$ cat config.mk
export PLATFORM = sky130hd
export DESIGN_NAME = autorange_controller
export DESIGN_NICKNAME = d
export VERILOG_FILES = /design/src/rtl/autorange_controller.sv
export SDC_FILE = /design/constraint.sdc
export NUM_CORES = 1
export LEC_CHECK = 0
export CAP_MARGIN = 15
export CORE_MARGIN = 8
export CORE_UTILIZATION = 43
export DETAILED_ROUTE_END_ITERATION = 7
export GPL_TIMING_DRIVEN = 0
export PLACE_DENSITY = 0.75
export SETUP_SLACK_MARGIN = 0.02
export SLEW_MARGIN = 10
export SYNTH_ARGS = -nofsm -noshare
export SYNTH_HDL_FRONTEND = slang
export SYNTH_SLANG_ARGS = --single-unit
$ cat constraint.sdc
create_clock -name clk_i -period 3.1 [get_ports clk_i]
set_clock_uncertainty 0.2 [all_clocks]
set_input_delay 0.62 -clock clk_i [delete_from_list [all_inputs] [get_ports clk_i]]
set_output_delay 0.62 -clock clk_i [all_outputs]
set_load 0.005 [all_outputs]
$ cat src/rtl/autorange_controller.sv
// autorange_controller: steps the AFE range until the dual-slope count lands in window, then hands off one result.
// Define AUTORANGE_AVG_EN to average 2^AVG_LOG2 in-window conversions per result.
module autorange_controller #(
  parameter logic [15:0] UPPER_THRESH   = 16'hF000,
  parameter logic [15:0] LOWER_THRESH   = 16'h0800,
  parameter logic [3:0]  MAX_RETRIES    = 4'd3,
  parameter logic [19:0] TIMEOUT_CYCLES = 20'hFFFFF,
  parameter logic [2:0]  INIT_RANGE     = 3'd7
`ifdef AUTORANGE_AVG_EN
  , parameter int unsigned AVG_LOG2     = 2
`endif
) (
  input  logic        clk_i,
  input  logic        rst_n_i,
  input  logic        start_i,
  input  logic        conv_done_i,
  input  logic [15:0] conv_count_i,
  input  logic        conv_sign_i,
  input  logic        conv_range_err_i,
  output logic        conv_start_o,
  output logic [2:0]  conv_range_o,
  output logic        busy_o,
  output logic        result_valid_o,
  input  logic        result_ready_i,
  output logic [15:0] result_count_o,
  output logic        result_sign_o,
  output logic [2:0]  result_range_o,
  output logic        overrange_o,
  output logic        fault_o
);
  typedef enum logic [2:0] {S_IDLE, S_START, S_WAIT, S_EVAL, S_OUTPUT} state_e;
  state_e      state_q, state_d;
  logic [2:0]  range_q, range_d;
  logic [3:0]  retries_q, retries_d;
  logic [19:0] tmo_q, tmo_d;
  logic [15:0] count_q, count_d;
  logic        sign_q, sign_d;
  logic [15:0] res_count_q, res_count_d;
  logic        res_sign_q, res_sign_d;
  logic [2:0]  res_range_q, res_range_d;
  logic        ovr_q, ovr_d;
  logic        fault_q, fault_d;
  logic        up, dn, can, step_up, step_dn;
`ifdef AUTORANGE_AVG_EN
  localparam logic [AVG_LOG2:0] N_LAST = (AVG_LOG2+1)'((1 << AVG_LOG2) - 1);
  logic [15+AVG_LOG2:0] acc_q, acc_d, acc_sum, avg;
  logic [AVG_LOG2:0]    n_q, n_d;
  logic                 err_q, err_d;
  assign acc_sum = acc_q + {{AVG_LOG2{1'b0}}, count_q};
  assign avg     = acc_sum >> AVG_LOG2;
`endif
  assign up      = count_q > UPPER_THRESH;
  assign dn      = count_q < LOWER_THRESH;
  assign can     = retries_q < MAX_RETRIES;
  assign step_up = up && range_q != 3'd7 && can;
  assign step_dn = dn && range_q != 3'd0 && can;
  assign conv_start_o   = state_q == S_START;
  assign busy_o         = state_q != S_IDLE;
  assign result_valid_o = state_q == S_OUTPUT;
  assign conv_range_o   = range_q;
  assign result_count_o = res_count_q;
  assign result_sign_o  = res_sign_q;
  assign result_range_o = res_range_q;
  assign overrange_o    = ovr_q;
  assign fault_o        = fault_q;
  always_comb begin
    state_d     = state_q;
    range_d     = range_q;
    retries_d   = retries_q;
    tmo_d       = tmo_q;
    count_d     = count_q;
    sign_d      = sign_q;
    res_count_d = res_count_q;
    res_sign_d  = res_sign_q;
    res_range_d = res_range_q;
    ovr_d       = ovr_q;
    fault_d     = fault_q;
`ifdef AUTORANGE_AVG_EN
    acc_d       = acc_q;
    n_d         = n_q;
    err_d       = err_q;
`endif
    case (state_q)
      S_IDLE: if (start_i) begin
        state_d   = S_START;
        retries_d = '0;
`ifdef AUTORANGE_AVG_EN
        acc_d     = '0;
        n_d       = '0;
`endif
      end
      S_START: begin
        tmo_d   = '0;
        state_d = S_WAIT;
      end
      S_WAIT: begin
        tmo_d = tmo_q + 20'd1;
        if (conv_range_err_i || conv_done_i) begin
          count_d = conv_range_err_i ? 16'hFFFF : conv_count_i;
          sign_d  = conv_sign_i;
          state_d = S_EVAL;
`ifdef AUTORANGE_AVG_EN
          err_d   = conv_range_err_i;
`endif
        end else if (tmo_q == TIMEOUT_CYCLES - 20'd1) begin
          state_d     = S_OUTPUT;
          res_count_d = '0;
          res_sign_d  = 1'b0;
          res_range_d = range_q;
          ovr_d       = 1'b0;
          fault_d     = 1'b1;
        end
      end
      S_EVAL: begin
        res_sign_d  = sign_q;
        res_range_d = range_q;
        fault_d     = 1'b0;
        if (step_up || step_dn) begin
          range_d   = step_up ? range_q + 3'd1 : range_q - 3'd1;
          retries_d = retries_q + 4'd1;
          state_d   = S_START;
`ifdef AUTORANGE_AVG_EN
          acc_d     = '0;
          n_d       = '0;
        end else if (err_q) begin
          acc_d       = '0;
          n_d         = '0;
          state_d     = S_OUTPUT;
          res_count_d = 16'hFFFF;
          ovr_d       = 1'b1;
        end else if (n_q == N_LAST) begin
          state_d     = S_OUTPUT;
          res_count_d = avg[15:0];
          ovr_d       = avg[15:0] > UPPER_THRESH;
        end else begin
          acc_d   = acc_sum;
          n_d     = n_q + 1'b1;
          state_d = S_START;
        end
`else
        end else begin
          state_d     = S_OUTPUT;
          res_count_d = count_q;
          ovr_d       = up;
        end
`endif
      end
      S_OUTPUT: state_d = result_ready_i ? S_IDLE : S_OUTPUT;
      default:  state_d = S_IDLE;
    endcase
  end
  always_ff @(posedge clk_i or negedge rst_n_i) begin
    if (!rst_n_i) begin
      state_q     <= S_IDLE;
      range_q     <= INIT_RANGE;
      retries_q   <= '0;
      tmo_q       <= '0;
      count_q     <= '0;
      sign_q      <= 1'b0;
      res_count_q <= '0;
      res_sign_q  <= 1'b0;
      res_range_q <= '0;
      ovr_q       <= 1'b0;
      fault_q     <= 1'b0;
`ifdef AUTORANGE_AVG_EN
      acc_q       <= '0;
      n_q         <= '0;
      err_q       <= 1'b0;
`endif
    end else begin
      state_q     <= state_d;
      range_q     <= range_d;
      retries_q   <= retries_d;
      tmo_q       <= tmo_d;
      count_q     <= count_d;
      sign_q      <= sign_d;
      res_count_q <= res_count_d;
      res_sign_q  <= res_sign_d;
      res_range_q <= res_range_d;
      ovr_q       <= ovr_d;
      fault_q     <= fault_d;
`ifdef AUTORANGE_AVG_EN
      acc_q       <= acc_d;
      n_q         <= n_d;
      err_q       <= err_d;
`endif
    end
  end
endmodule

==> results summary <==
The run finished, with violations left. The checks that failed: negative hold slack. In this run the cell area measured after placement is 3820 um2. The initial core utilization came out at 44.1%. In this run the biggest area consumer among cell types represents 51.9% of the synthesized area. The die span in y is 102 um.

The total congestion overflow after global routing is 0. Once detailed placement completed, the half-perimeter wirelength came to 5520 um. The sequential share of the synthesized area came out at 54.3%. The critical path is of the register to register type.

In this run, synthesis produced a sequential element count of 69. The number of DRC markers after the initial detailed-route iteration is 127. The clock period minus worst slack is 2.77 ns. The core footprint is 7210 um2. The source-to-sink clock delay at the later pin of the worst-skew pair is 0.35 ns.

The worst hold path belongs to the class input port to asynchronous set/reset pin. The hold violation count in the final report is 5. The depth of the CTS H-tree came out at 3. The number of distinct library cells after synthesis came out at 46. 51 I/O pins were placed.

The cell sitting at the root of the clock tree is a sky130_fd_sc_hd__clkbuf_8. The number of antenna violations at the first check in global routing is 0. The prevailing post-synth register cell is sky130_fd_sc_hd__dfrtp_1. At the worst endpoint, the required time is 3.18 ns. In this run the remaining antenna-violating nets after routing total 0. The depth of the worst register-to-register path is 8. The xor/xnor cell area share of the yosys netlist came out at 0.550%. The count of synthesis-stage warnings from yosys came out at 0. The area growth from synthesis to layout is 26.8%.

The complex-gate fraction of the synthesized area is 13.8%. The post-synthesis share of cell area spent on and, or, nand and nor gates is 22.6%. The routability congestion estimate is 0.822. The number of pins exceeding their max-slew limit in the final report came to 0.

The max-cap violation count came out at 0. The number of clock buffers added by TritonCTS is 9. No sink is reached through more buffers than the 2 on the longest clock path.

The post-CTS setup repair buffer count came out at 0. The maximum frequency from static timing analysis is 361 MHz. The synthesized area per cell came out at 9.45 um2. The post-synthesis cell area came out at 3180 um2. The area of all placed cells without fillers is 4040 um2. Counting every net in the synthesized netlist gives 364.

The number of buffers inserted by hold repair at cts is 0. The worst-case IR drop observed on VDD is 0.487 mV. Setup repair after global routing left no endpoint under its margin. The overall fraction of global-route tracks in use came out at 16.0%. Entering global routing, the biggest net connects 39 pins. The area occupied by multi-input gates is 1360 um2. Gates resized during post-CTS repair numbered 0. The setup violation total in the final timing report came out at 0. On the final layout, the worst hold slack is -0.00966 ns. The net count of the finished layout is 425. The arithmetic-cell share of the synthesized area counting full adders, half adders and majority gates is 1.81%. In this run the worst path has a maximum fanout of 4. The fraction of final layout cells sized beyond drive strength 1 came out at 9.43%. The mux contribution to synthesized area is 4.09%. The floorplan die width came out at 102 um. The number of rows in the core area came out at 31. The cell leakage power is 1.77 nW. The dominant combinational cell family by area after synthesis is simple AND/OR/NAND/NOR gates. Using the TritonRoute via totals, the vias-per-cell ratio works out to 5.46. The post-placement cell count came out at 486. The clock slew at the register clock pins of the worst setup and hold paths came out at 0.08 ns.

The worst slew margin relative to its limit is 54.3%. Counting flops with a built-in enable in the synthesized netlist gives 0. The total die area is 10400 um2. For this block, the via count after detailed routing is 2739.

The total DRC errors in the routed layout is 0. The length of the first detailed-routing pass in iterations is 4. The type of element capturing the critical path is a register. The share of the clock period used by the worst path after layout is 89.4%. TritonCTS built the clock tree. The sequential cell area came out at 1730 um2. The repair_antennas step left the layout with diodes totalling 0. The aggregate routed wire length came out at 7650 um. The cell count after synthesis came out at 337.

The total of fill cells in the finished design is 654. STA classifies the critical path startpoint as a register. Port buffering added 49 buffers.

The post-layout instance count excluding filler cells came out at 502. The via count of the first global-routing pass came out at 2714. In the post-synthesis netlist, the biggest area contributors are sky130_fd_sc_hd__dfrtp_1 (52%), sky130_fd_sc_hd__nand2_1 (8.4%), sky130_fd_sc_hd__o21ai_0 (7.4%).

At the worst endpoint, the arrival time is 2.85 ns. The largest total area in the synthesized netlist belongs to sky130_fd_sc_hd__dfrtp_1. The most common library cell in the layout ignoring fill and taps is sky130_fd_sc_hd__nand2_1. The wire length of the first global-routing pass is 13200 um.

The post-synthesis async set-or-reset flop share came out at 100%. The library cells used most frequently in the layout, excluding fill and tap cells, are sky130_fd_sc_hd__nand2_1 (71), sky130_fd_sc_hd__dfrtp_1 (66), sky130_fd_sc_hd__clkdlybuf4s50_1 (48). In the final routed layout, each cell accounts on average for 15.2 um. For this design the ratio of total power to cell area is 859 nW/um2. The clock sink count is 69.

The measured slew at the worst slew-check pin is 0.683 ns.
[power by group]
part	total [mW]	internal (mW)	leakage [nW]	switching [mW]
clock	0.830	0.457	0.110	0.374
sequential	1.47	1.22	0.880	0.253
combinational	1.17	0.582	0.784	0.589
total	3.47	2.26	1.77	1.22
[per-layer routing]
metal	up-vias	track usage, %	wire length (um)	part of all wire (%)
li1	1301	-	-	-
met1	1344	20.5	3380	44
met2	84	24.8	3620	47
met3	10	4.50	526	6.9
met4	0	6.55	120	1.6
met5	-	0	0	0
[per-stage QoR]
stage	setup TNS, ns	worst slack, ns	hold WS, ns	utilization (%)	total power, mW
after floorplan	0	0.588	0.124	-	2.05
after global placement	-72.31	-1.08	0.265	52.7	2.61
after detailed placement	0	0.361	0.284	52.9	2.65
after CTS	0	0.320	0.00497	56.0	3.49
after global routing	0	0.148	0.0246	56.0	3.72
final	0	0.330	-0.00966	56.0	3.47
[synthesized netlist by cell type, drive strengths merged (4+ instances only)]
library cell,count
a21oi,6
clkbuf,10
dfrtp,66
inv,10
mux2,5
mux2i,7
nand2,73
nand3,11
nand4,9
nor2,30
nor3,6
nor4,7
o211ai,5
o21ai,48
or4,4
[final timing paths]
path	from	end	slack, ns
worst max-delay path	retries_q[0]	conv_range_o[2]	0.33
worst min-delay path	rst_n_i	tmo_q[6]	-0.01
worst max register to register	retries_q[0]	conv_range_o[2]	0.33
worst min register to register	retries_q[0]	retries_q[0]	0.30
max in group asynchronous	rst_n_i	conv_range_o[2]	2.10
min in group clk_i	retries_q[0]	retries_q[0]	0.30
[registers in the layout (all words and copies together), names as in the netlist]
signal / count
count_q: 16
result_range_o: 3
conv_range_o: 3
overrange_o: 1
state_q: 3
result_sign_o: 1
tmo_q: 20
fault_o: 1
result_count_o: 16
sign_q: 1
retries_q: 4
[final cells by class]
class	instances	area share (%)
tap	99	3.07
inverter	10	0.929
clock buffer	9	3.07
sequential	69	42.8
timing repair buffer	50	12.6
multi-input combinational	245	33.8
clock inverter	7	2.45
buffer	13	1.30
[kinds of logic after synthesis]
family,count (synthesis)
flip-flops,69
buffers and inverters,23
adder cells (fa/ha/maj),4
AO/OA/AOI/OAI,74
multiplexers,12
AND/OR/NAND/NOR,153
XOR/XNOR,2
[worst max-delay path, cell delays in order (launching register included)]
cell and delay (ns):
sky130_fd_sc_hd__dfrtp_1 0.40, sky130_fd_sc_hd__ha_1 0.19, sky130_fd_sc_hd__or3_1 0.37, sky130_fd_sc_hd__a311oi_1 0.48
sky130_fd_sc_hd__nand2_2 0.14, sky130_fd_sc_hd__fa_1 0.41, sky130_fd_sc_hd__and3_1 0.16, sky130_fd_sc_hd__o21ai_0 0.20
sky130_fd_sc_hd__xnor2_1 0.15
Note: power is estimated with default switching activity, not from simulation.
